### config.mk
export PLATFORM = sky130hd
export DESIGN_NAME = fpu_ret_collect
export DESIGN_NICKNAME = d
export VERILOG_FILES = /design/src/rtl/fpu_ret_collect_pkg.sv /design/src/rtl/fpu_ret_collect_slotsel.sv /design/src/rtl/fpu_ret_collect.sv
export SDC_FILE = /design/constraint.sdc
export NUM_CORES = 1
export LEC_CHECK = 0
export ABC_AREA = 1
export BUFFER_PORTS_ARGS = -buffer_cell sky130_fd_sc_hd__buf_2
export CAP_MARGIN = 20
export CORE_MARGIN = 2
export CORE_UTILIZATION = 62
export CTS_BUF_LIST = sky130_fd_sc_hd__clkbuf_2
export DETAILED_ROUTE_END_ITERATION = 10
export PLACE_DENSITY = 0.92
export SYNTH_ARGS = -nofsm -noshare
export SYNTH_HDL_FRONTEND = slang
export SYNTH_HIERARCHICAL = 1
export SYNTH_SLANG_ARGS = --single-unit
### constraint.sdc
create_clock -name clk -period 4.24 [get_ports clk]
set_clock_uncertainty 0.15 [all_clocks]
set_input_delay 0.424 -clock clk [delete_from_list [all_inputs] [get_ports clk]]
set_output_delay 0.424 -clock clk [all_outputs]
set_load 0.005 [all_outputs]
### src/rtl/fpu_ret_collect_pkg.sv
// Shared definitions for the low-half FP return collector: flag bit positions,
// return field ranges, port identifiers and the queue entry layout.
package fpu_ret_collect_pkg;

  localparam int FLG_INV = 0;
  localparam int FLG_DZ  = 1;
  localparam int FLG_OVF = 2;
  localparam int FLG_UNF = 3;
  localparam int FLG_INX = 4;
  localparam int FLG_DEN = 5;
  localparam int FLG_W   = 6;

  localparam int RET_W    = 14;
  localparam int STAT_LSB = 6;
  localparam int STAT_MSB = 13;

  localparam logic [1:0] PID_U1 = 2'd0;
  localparam logic [1:0] PID_U3 = 2'd1;
  localparam logic [1:0] PID_U5 = 2'd2;

  typedef struct packed {
    logic [1:0]       port_id;
    logic [RET_W-1:0] ret;
  } ret_entry_t;

  function automatic logic [FLG_W-1:0] ret_flags(input logic [RET_W-1:0] ret);
    return ret[FLG_DEN:FLG_INV];
  endfunction

endpackage

### src/rtl/fpu_ret_collect_slotsel.sv
// Packs this cycle's valid returns into consecutive slots in u1, u3, u5 order,
// accepting only as many as there are free entries.
module fpu_ret_slotsel #(
  parameter int FW = 4
) (
  input  logic [2:0]      en_i,
  input  logic [FW-1:0]   free_i,
  output logic [2:0]      we_o,
  output logic [2:0][1:0] off_o,
  output logic [1:0]      n_wr_o
);

  // Slot offset of each port is its rank among the valid returns.
  always_comb begin
    off_o    = '0;
    we_o     = 3'b000;
    off_o[0] = 2'd0;
    off_o[1] = {1'b0, en_i[0]};
    off_o[2] = {1'b0, en_i[0]} + {1'b0, en_i[1]};
    for (int i = 0; i < 3; i++) begin
      we_o[i] = en_i[i] && (FW'(off_o[i]) < free_i);
    end
    n_wr_o = {1'b0, we_o[0]} + {1'b0, we_o[1]} + {1'b0, we_o[2]};
  end

endmodule

### src/rtl/fpu_ret_collect.sv
// Ordered retirement queue for the u1/u3/u5 FP returns, with sticky exception
// flags, trap strobe, early scheduler stall and sticky overflow indication.
module fpu_ret_collect
  import fpu_ret_collect_pkg::*;
#(
  parameter int DEPTH = 8,
  parameter int AW    = $clog2(DEPTH)
) (
  input  logic              clk,
  input  logic              rst,
  input  logic [31:0]       fpcsr,
  input  logic [RET_W-1:0]  u1_ret,
  input  logic [RET_W-1:0]  u3_ret,
  input  logic [RET_W-1:0]  u5_ret,
  input  logic              u1_ret_en,
  input  logic              u3_ret_en,
  input  logic              u5_ret_en,
  output logic [15:0]       out_data,
  output logic              out_vld,
  input  logic              out_rdy,
  output logic              stall,
  output logic [FLG_W-1:0]  fpflags,
  input  logic              flags_clr,
  output logic              trap,
  output logic              ovf_err
);

  localparam logic [AW:0] DEPTH_C = (AW+1)'(DEPTH);

  ret_entry_t             mem_q [DEPTH];
  logic [AW:0]            count_q, count_d;
  logic [AW-1:0]          rptr_q, wptr_q;
  logic [FLG_W-1:0]       fpflags_q, fpflags_d;
  logic                   trap_q, trap_d;
  logic                   ovf_q, ovf_d;
  logic                   stall_q, stall_d;

  ret_entry_t [2:0]       ent;
  logic [2:0]             en;
  logic [2:0]             we;
  logic [2:0][1:0]        off;
  logic [1:0]             n_wr;
  logic [AW:0]            free;
  logic [2:0][AW-1:0]     waddr;
  logic [FLG_W-1:0]       acc_flags;
  logic                   deq;

  assign ent[0] = '{port_id: PID_U1, ret: u1_ret};
  assign ent[1] = '{port_id: PID_U3, ret: u3_ret};
  assign ent[2] = '{port_id: PID_U5, ret: u5_ret};
  assign en     = {u5_ret_en, u3_ret_en, u1_ret_en};

  // A same-cycle dequeue does not free a slot for this cycle's writes.
  assign free = DEPTH_C - count_q;

  fpu_ret_slotsel #(.FW(AW+1)) u_slotsel (
    .en_i   (en),
    .free_i (free),
    .we_o   (we),
    .off_o  (off),
    .n_wr_o (n_wr)
  );

  assign out_vld  = (count_q != '0);
  assign out_data = mem_q[rptr_q];
  assign stall    = stall_q;
  assign fpflags  = fpflags_q;
  assign trap     = trap_q;
  assign ovf_err  = ovf_q;

  // Next-state for occupancy, flags, trap, overflow and stall.
  always_comb begin
    deq       = out_vld && out_rdy;
    acc_flags = '0;
    for (int p = 0; p < 3; p++) begin
      waddr[p] = wptr_q + AW'(off[p]);
      if (we[p]) begin
        acc_flags = acc_flags | ret_flags(ent[p].ret);
      end else begin
        acc_flags = acc_flags;
      end
    end
    count_d   = count_q + (AW+1)'(n_wr) - (AW+1)'(deq);
    fpflags_d = (flags_clr ? '0 : fpflags_q) | acc_flags;
    trap_d    = |(acc_flags & fpcsr[FLG_W-1:0]);
    ovf_d     = ovf_q | (en != we);
    stall_d   = (DEPTH_C - count_d) < (AW+1)'(3);
  end

  // Control registers and pointers.
  always_ff @(posedge clk or negedge rst) begin
    if (!rst) begin
      count_q   <= '0;
      rptr_q    <= '0;
      wptr_q    <= '0;
      fpflags_q <= '0;
      trap_q    <= 1'b0;
      ovf_q     <= 1'b0;
      stall_q   <= 1'b0;
    end else begin
      count_q   <= count_d;
      rptr_q    <= rptr_q + AW'(deq);
      wptr_q    <= wptr_q + AW'(n_wr);
      fpflags_q <= fpflags_d;
      trap_q    <= trap_d;
      ovf_q     <= ovf_d;
      stall_q   <= stall_d;
    end
  end

  // Entry storage; accepted returns land in distinct slots, so no write conflicts.
  always_ff @(posedge clk or negedge rst) begin
    if (!rst) begin
      for (int j = 0; j < DEPTH; j++) begin
        mem_q[j] <= '0;
      end
    end else begin
      for (int j = 0; j < DEPTH; j++) begin
        for (int p = 0; p < 3; p++) begin
          if (we[p] && (waddr[p] == AW'(j))) begin
            mem_q[j] <= ent[p];
          end
        end
      end
    end
  end

endmodule
After elaboration in Yosys (flattened, before gate mapping)
Index checks and enable logic that the tools add are counted.
{ "classes": {"addsub": 11, "magnitude_cmp": 5, "eq_ne": 22, "n_mux": 31, "bitwise_logic": 6, "reduce_logical": 41} }
{ "op_table": {"columns": ["cell", "count"], "rows": [
  ["two-way mux 16 bit", 26],
  ["binary-select mux 16 bit (select 3 bit)", 1],
  ["== test 3 bit (second input constant)", 12],
  ["logical AND 1 bit", 28],
  ["two-way mux 6 bit", 4],
  ["nonzero test 3 bit", 8],
  ["== test 3 x 2 -> 1 bit (second input constant)", 6],
  ["bitwise OR 6 bit", 3],
  ["== test 3 x 1 -> 1 bit (second input constant)", 3],
  ["zero test 3 bit", 3],
  ["subtractor 4 bit (first input constant)", 2],
  ["adder 3 x 1 -> 3 bit", 2],
  ["adder 3 x 2 -> 3 bit", 2],
  ["AND 6 bit", 1],
  ["OR reduction 6 bit", 1],
  ["adder 1 x 1 -> 2 bit", 2],
  ["adder 4 x 2 -> 4 bit", 1],
  ["greater-or-equal comparator 4 bit (second input constant)", 1],
  ["less-than comparator 1 x 4 -> 1 bit", 1],
  ["less-than comparator 1 x 4 -> 1 bit (first input constant)", 1],
  ["less-than comparator 2 x 4 -> 1 bit", 1],
  ["less-than comparator 4 x 2 -> 1 bit (second input constant)", 1],
  ["NOT 3 -> 4 bit", 1],
  ["nonzero test 4 bit", 1],
  ["other kinds (4)", 4]
]} }
{ "totals": {"reg_bits": 147, "input_bits": 81, "out_inout_bits": 26, "elab_cells": 139} }

Longest topological paths before layout
{ "depth": {"ltp_word": 10, "depth_mapped": 18, "depth_no_buf": 18} }

Hierarchy
The synthesis kept the hierarchy.
{ "by_module_without_submodules": {"columns": ["module", "instances", "cells_per_inst", "area_each_um2", "seq_area_each_um2"], "rows": [
  ["fpu_ret_collect", 1, 1515, 9932.0, 3678.5],
  ["fpu_ret_slotsel", 1, 23, 143.9, 0.0]
]} }

Least setup slack after synthesis
Ideal clock, no wire load.
{ "synth_path": {"path_kind": "register to register", "start": "register count_q[0]", "end": "register stall_q, in the netlist stall", "t_arrival_ns": 3.030, "t_required_ns": 3.963, "path_slack_ns": 0.932, "stages_incl_launch_ff": 19, "path_buffers": 0, "period_less_slack_ns": 3.308, "cell_sequence": "dfrtp_1 -> inv_1 -> ha_1 -> inv_1 -> ha_1 -> nand2_1 -> nand2_1 -> a21oi_1 -> fa_1 -> nor2_1 -> inv_1 -> nand2_1 -> ha_1 -> inv_1 -> fa_1 -> xnor2_1 -> nor3_1 -> nand2_1 -> o21ai_0"} }
{ "synth_via": {"word_cells_on_any_way": 15} }
{ "synth_rtl": {"columns": ["element", "line", "rtl"], "rows": [
  ["start: declaration", "fpu_ret_collect.sv:31", "logic [AW:0] count_q, count_d;"],
  ["start signal: assignment", "fpu_ret_collect.sv:101", "count_q <= count_d;"],
  ["subtractor 4 bit", "fpu_ret_collect.sv:54", "assign free = DEPTH_C - count_q;"],
  ["via free[1]", "fpu_ret_collect.sv:43", "logic [AW:0] free;"],
  ["less-than comparator 2 x 4 -> 1 bit", "fpu_ret_collect_slotsel.sv:21", "we_o[i] = en_i[i] && (FW'(off_o[i]) < free_i);"],
  ["logical AND 1 bit", "fpu_ret_collect_slotsel.sv:21", null],
  ["via we[2]", "fpu_ret_collect.sv:40", "logic [2:0] we;"],
  ["adder 2 x 1 -> 2 bit", "fpu_ret_collect_slotsel.sv:23", "n_wr_o = {1'b0, we_o[0]} + {1'b0, we_o[1]} + {1'b0, we_o[2]};"],
  ["via n_wr[0]", "fpu_ret_collect.sv:42", "logic [1:0] n_wr;"],
  ["adder 4 x 2 -> 4 bit", "fpu_ret_collect.sv:83", "count_d = count_q + (AW+1)'(n_wr) - (AW+1)'(deq);"],
  ["subtractor 4 x 1 -> 4 bit", "fpu_ret_collect.sv:83", null],
  ["via count_d[2]", "fpu_ret_collect.sv:31", null],
  ["subtractor 4 bit", "fpu_ret_collect.sv:87", "stall_d = (DEPTH_C - count_d) < (AW+1)'(3);"],
  ["less-than comparator 4 x 2 -> 1 bit", "fpu_ret_collect.sv:87", null],
  ["via stall_d", "fpu_ret_collect.sv:36", "logic stall_q, stall_d;"],
  ["end signal: assignment", "fpu_ret_collect.sv:107", "stall_q <= stall_d;"],
  ["end: declaration", "fpu_ret_collect.sv:36", null]
]} }
The timed path passes the listed nets, and every way through them passes these cells.
A chain may end at the register's enable or synchronous reset.

Worst setup path in the final report
{ "layout_path": {"start": "register count_q[0]", "end": "register mem_q[42] in the netlist's numbering"} }
{ "layout_via": {"word_cells_on_any_way": 13} }
{ "layout_rtl": {"columns": ["element", "line", "rtl"], "rows": [
  ["subtractor 4 bit *", "fpu_ret_collect.sv:54", null],
  ["via free[1]", "fpu_ret_collect.sv:43", null],
  ["less-than comparator 2 x 4 -> 1 bit *", "fpu_ret_collect_slotsel.sv:21", null],
  ["logical AND 1 bit *", "fpu_ret_collect_slotsel.sv:21", null],
  ["via we[2]", "fpu_ret_collect.sv:40", null],
  ["logical AND 1 bit *", "fpu_ret_collect.sv:120", "if (we[p] && (waddr[p] == AW'(j))) begin"],
  ["nonzero test 3 bit (no line) or two-way mux 16 bit (tied branches)", null, null],
  ["end signal: indexed assignment", "fpu_ret_collect.sv:121", "mem_q[j] <= ent[p];"],
  ["end: declaration", "fpu_ret_collect.sv:30", "ret_entry_t mem_q [DEPTH];"]
]} }
The timed path passes the listed nets; every way through them passes the cells marked *.

==> summary.md <==
| Metric | Value |
|---|---|
| Outcome | complete, but fails checks |
| Failing checks | DRC |
| Global-route wire length before repair | slightly above 60,000 um |
| Initial antenna violation count | 2 |
| Core Area | roughly 16,000 um^2 |
| Unrepaired setup endpoints after global routing | no |
| Setup_tns | 0 ns |
| Chip Width | between 100 and 150 um |
| Critical path arrival | about 4.6 ns |
| Worst Setup EP | mem_q[42]$_DFFE_PN0P_ |
| VDD IR-drop max | 0.6645 mV |
| GRT Total Usage | 0.4519 |
| Library cells used by synthesis | 30 |
| Dpl cells | approximately 1,700 |
| Synthesis-stage register bit count | approximately 150 |
| Fillers | ~1,300 |
| Hpwl dp | around 23,000 um |
| Pins Over Slew Limit | 0 |
| Crit-path cells | inv_1 -> ha_1 -> inv_1 -> ha_1 -> nand2_1 -> nand2_1 -> a21oi_1 -> buf_4 -> nand2_1 -> nor2_2 -> nand2_2 -> buf_4 -> nand3_1 -> nand3_1 -> dlygate4sd3_1 -> nand2_1 -> nand2_1 |
| Synth Instances | roughly 1,500 |
| Multi-input combinational cell area | approximately 5500 um^2 |
| Worst reg2reg path depth | 17 |
| Nets | between 1,500 and 2,000 |
| Ys Warns | 6 |
| Port-buffer cells | 80 |
| Area grow syn2layout | 13.41% |
| Final min period | about 4.1 ns |
| Largest area contributor in the netlist | dfrtp_1 |
| Fin crit share | 0.9587 |
| Largest net degree at the start of global routing | 85 |
| RR Startpoint | count_q[0]$_DFF_PN0_ |
| Post-CTS Setup Repair Bufs | 0 |
| Synth top area cells | dfrtp_1 37%, nand2_1 20%, nand3_1 17% |
| Drt total wl | 38,930 um |
| GP Congestion | a little under 1 |
| Root Driver | clkbuf_2 |
| Total gr overflow | 0 |
| CTS tree | yes |
| Critical path capture point type | register |
| Worst slew pin tran | just over 0.8 ns |
| Max Cap Viol | 0 |
| Relative slew slack | 0.4634 |
| Register-to-register setup slack | about 0.18 ns |
| Drt pass-1 iters | 11 |
| CP Max Fanout | 20 |
| Clock latency on the worst-skew pair | about 0.76 ns |
| Setup crit start kind | register |
| CP Class | register to register |
| Peak Freq | around 250 MHz |
| Avg WL per Cell | 20.99 um |
| Vias | 12,220 |
| Post-synth top area share | 0.3651 |
| Initial Util | 0.6343 |
| Die Y | ~130 um |
| Via/cell ratio | 6.590 |
| Worst setup path start | count_q[0]$_DFF_PN0_ |
| # DRC | 2 |
| Register area share after synthesis | 0.3651 |
| I/O pins | ~110 |
| Commonest non-fill, non-tap cell in the layout | nand2_1 |
| PD cells | between 800 and 900 nW/um^2 |
| Iter 0 DRT Violations | between 2,000 and 3,000 |
| Mapped Avg Cell Area | approximately 6.6 um^2 |
| Clock sink count | between 100 and 150 |
| Cell mode on critical path | nand2_1 |
| Antenna Nets Post-Route | 0 |
| CP max stage cell | dlygate4sd3_1 |
| Hold Crit Class | input port to async pin |
| Reg clk slew, reported paths | between 0.2 and 0.3 ns |
| Row count | 46 |
| CTS H-tree lvls | 4 |
| R2R Path End | mem_q[42]$_DFFE_PN0P_ |
| Commonest non-fill, non-tap cells in the layout | 544 x nand2_1, 337 x nand3_1, 146 x dfrtp_1 |
| Clock Path Buffers | 2 |
| Vias in the first global route | between 10,000 and 15,000 |
| Final hold violations | 0 |
| Critical Path RT | 4.78 ns |
| Largest stage delay, worst path | approximately 0.55 ns |
| Final Instance Count excl. Fillers | around 1,900 |
| Post-synthesis cell area | between 10,000 and 15,000 um^2 |
| Finish-stage setup viols | 0 |
| Sequential Area | 3680 um^2 |
| Leakage | 5.878 nW |
| Die footprint | 17,290 um^2 |
| Cts bufs inserted | 17 |
| Share of cells above drive strength 1 | 0.1166 |
## routing by layer
layer  vias up  share of wire  track usage
met5         -              0            0
met4         0          0.083       0.3267
met3       390           0.17       0.1478
met2      1235           0.41       0.6579
met1      5429           0.33       0.5627
li1       5170              -            -
## through the flow
stage	hold slack (ns)	util	total power, mW	area (um^2)	worst slack (ns)
finish	0.08638	0.7194	9.586	11430	0.1752
global route	0.1472	0.7194	10.17	11430	0.03218
CTS	0.09898	0.7174	9.145	11400	0.2086
detailed placement	0.3102	0.6586	8.228	10460	0.4644
global placement	0.2990	0.6568	7.980	10430	0.6549
floorplan	-0.02159	-	6.461	10080	0.9322
## logic make-up (layout without fill, tap and decap cells)
group,after synthesis,in the layout,share of synthesized area
AO/OA/AOI/OAI,131,131,0.07165
XOR/XNOR,9,9,0.007823
adder cells (fa/ha/maj),19,19,0.02806
AND/OR/NAND/NOR,1029,1029,0.4377
buffers and inverters,202,300,0.08928
flip-flops,147,147,0.3651
other,1,4,0.0003722
## how the worst min path moves through the flow
stage               slack (ns)                endpoint
floorplan                -0.02    count_q[0]$_DFF_PN0_
CTS                        0.1     rptr_q[2]$_DFF_PN0_
global route              0.15  mem_q[110]$_DFFE_PN0P_
finish                    0.09   mem_q[95]$_DFFE_PN0P_
global placement          0.30   mem_q[79]$_DFFE_PN0P_
detailed placement        0.31   mem_q[93]$_DFFE_PN0P_
## worst max-delay path, delay by kind of cell, from the launching register on
| kind | cells | cell delay (ns) |
|---|---|---|
| and+or+nand+nor | 9 | 1.29 |
| adders and majority gates | 2 | 0.57 |
| DFF | 1 | 0.47 |
| buffers and inverters | 5 | 1.25 |
| AOI/OAI and AO/OA | 1 | 0.25 |
## registers in the layout (all words and copies together) (netlist names)
register,count
count_q,4
fpflags,6
mem_q,128
ovf_err,1
rptr_q,3
stall,1
trap,1
wptr_q,3
## synthesized netlist by cell type (all sizes together)
library cell  number
ha                13
buf               73
conb               1
o22ai             31
nand3            343
fa                 6
o211ai             2
o21bai             6
xor2               4
nor3               1
xnor2              5
nor2             121
o21ai             72
nand2            549
dfrtp            147
clkbuf            54
o21a               3
a21oi             17
inv               75
nand4             15
## final cells by class
cell class                      instances  share of cell area
Inverter                               75             0.02496
Sequential cell                       147              0.3220
Clock buffer                           17            0.007446
Clock inverter                         15             0.01040
Timing Repair Buffer                  193              0.1287
Antenna cell                            1           0.0002190
Multi-Input combinational cell       1191              0.4826
Tap cell                              216             0.02365
## power breakdown
| group | internal (mW) | total, mW | switching [mW] |
|---|---|---|---|
| logic | 1.99 | 6.35 | 4.36 |
| registers | 2.09 | 2.47 | 0.375 |
| clock network | 0.203 | 0.767 | 0.564 |
| total | 4.29 | 9.59 | 5.30 |
## timing repair
action	in CTS	in global routing
hold endpoints to repair	203	0
gates resized for setup	0	3
setup endpoints to repair	0	14
hold buffers	73	0
Note: power is estimated with default switching activity, not from simulation.
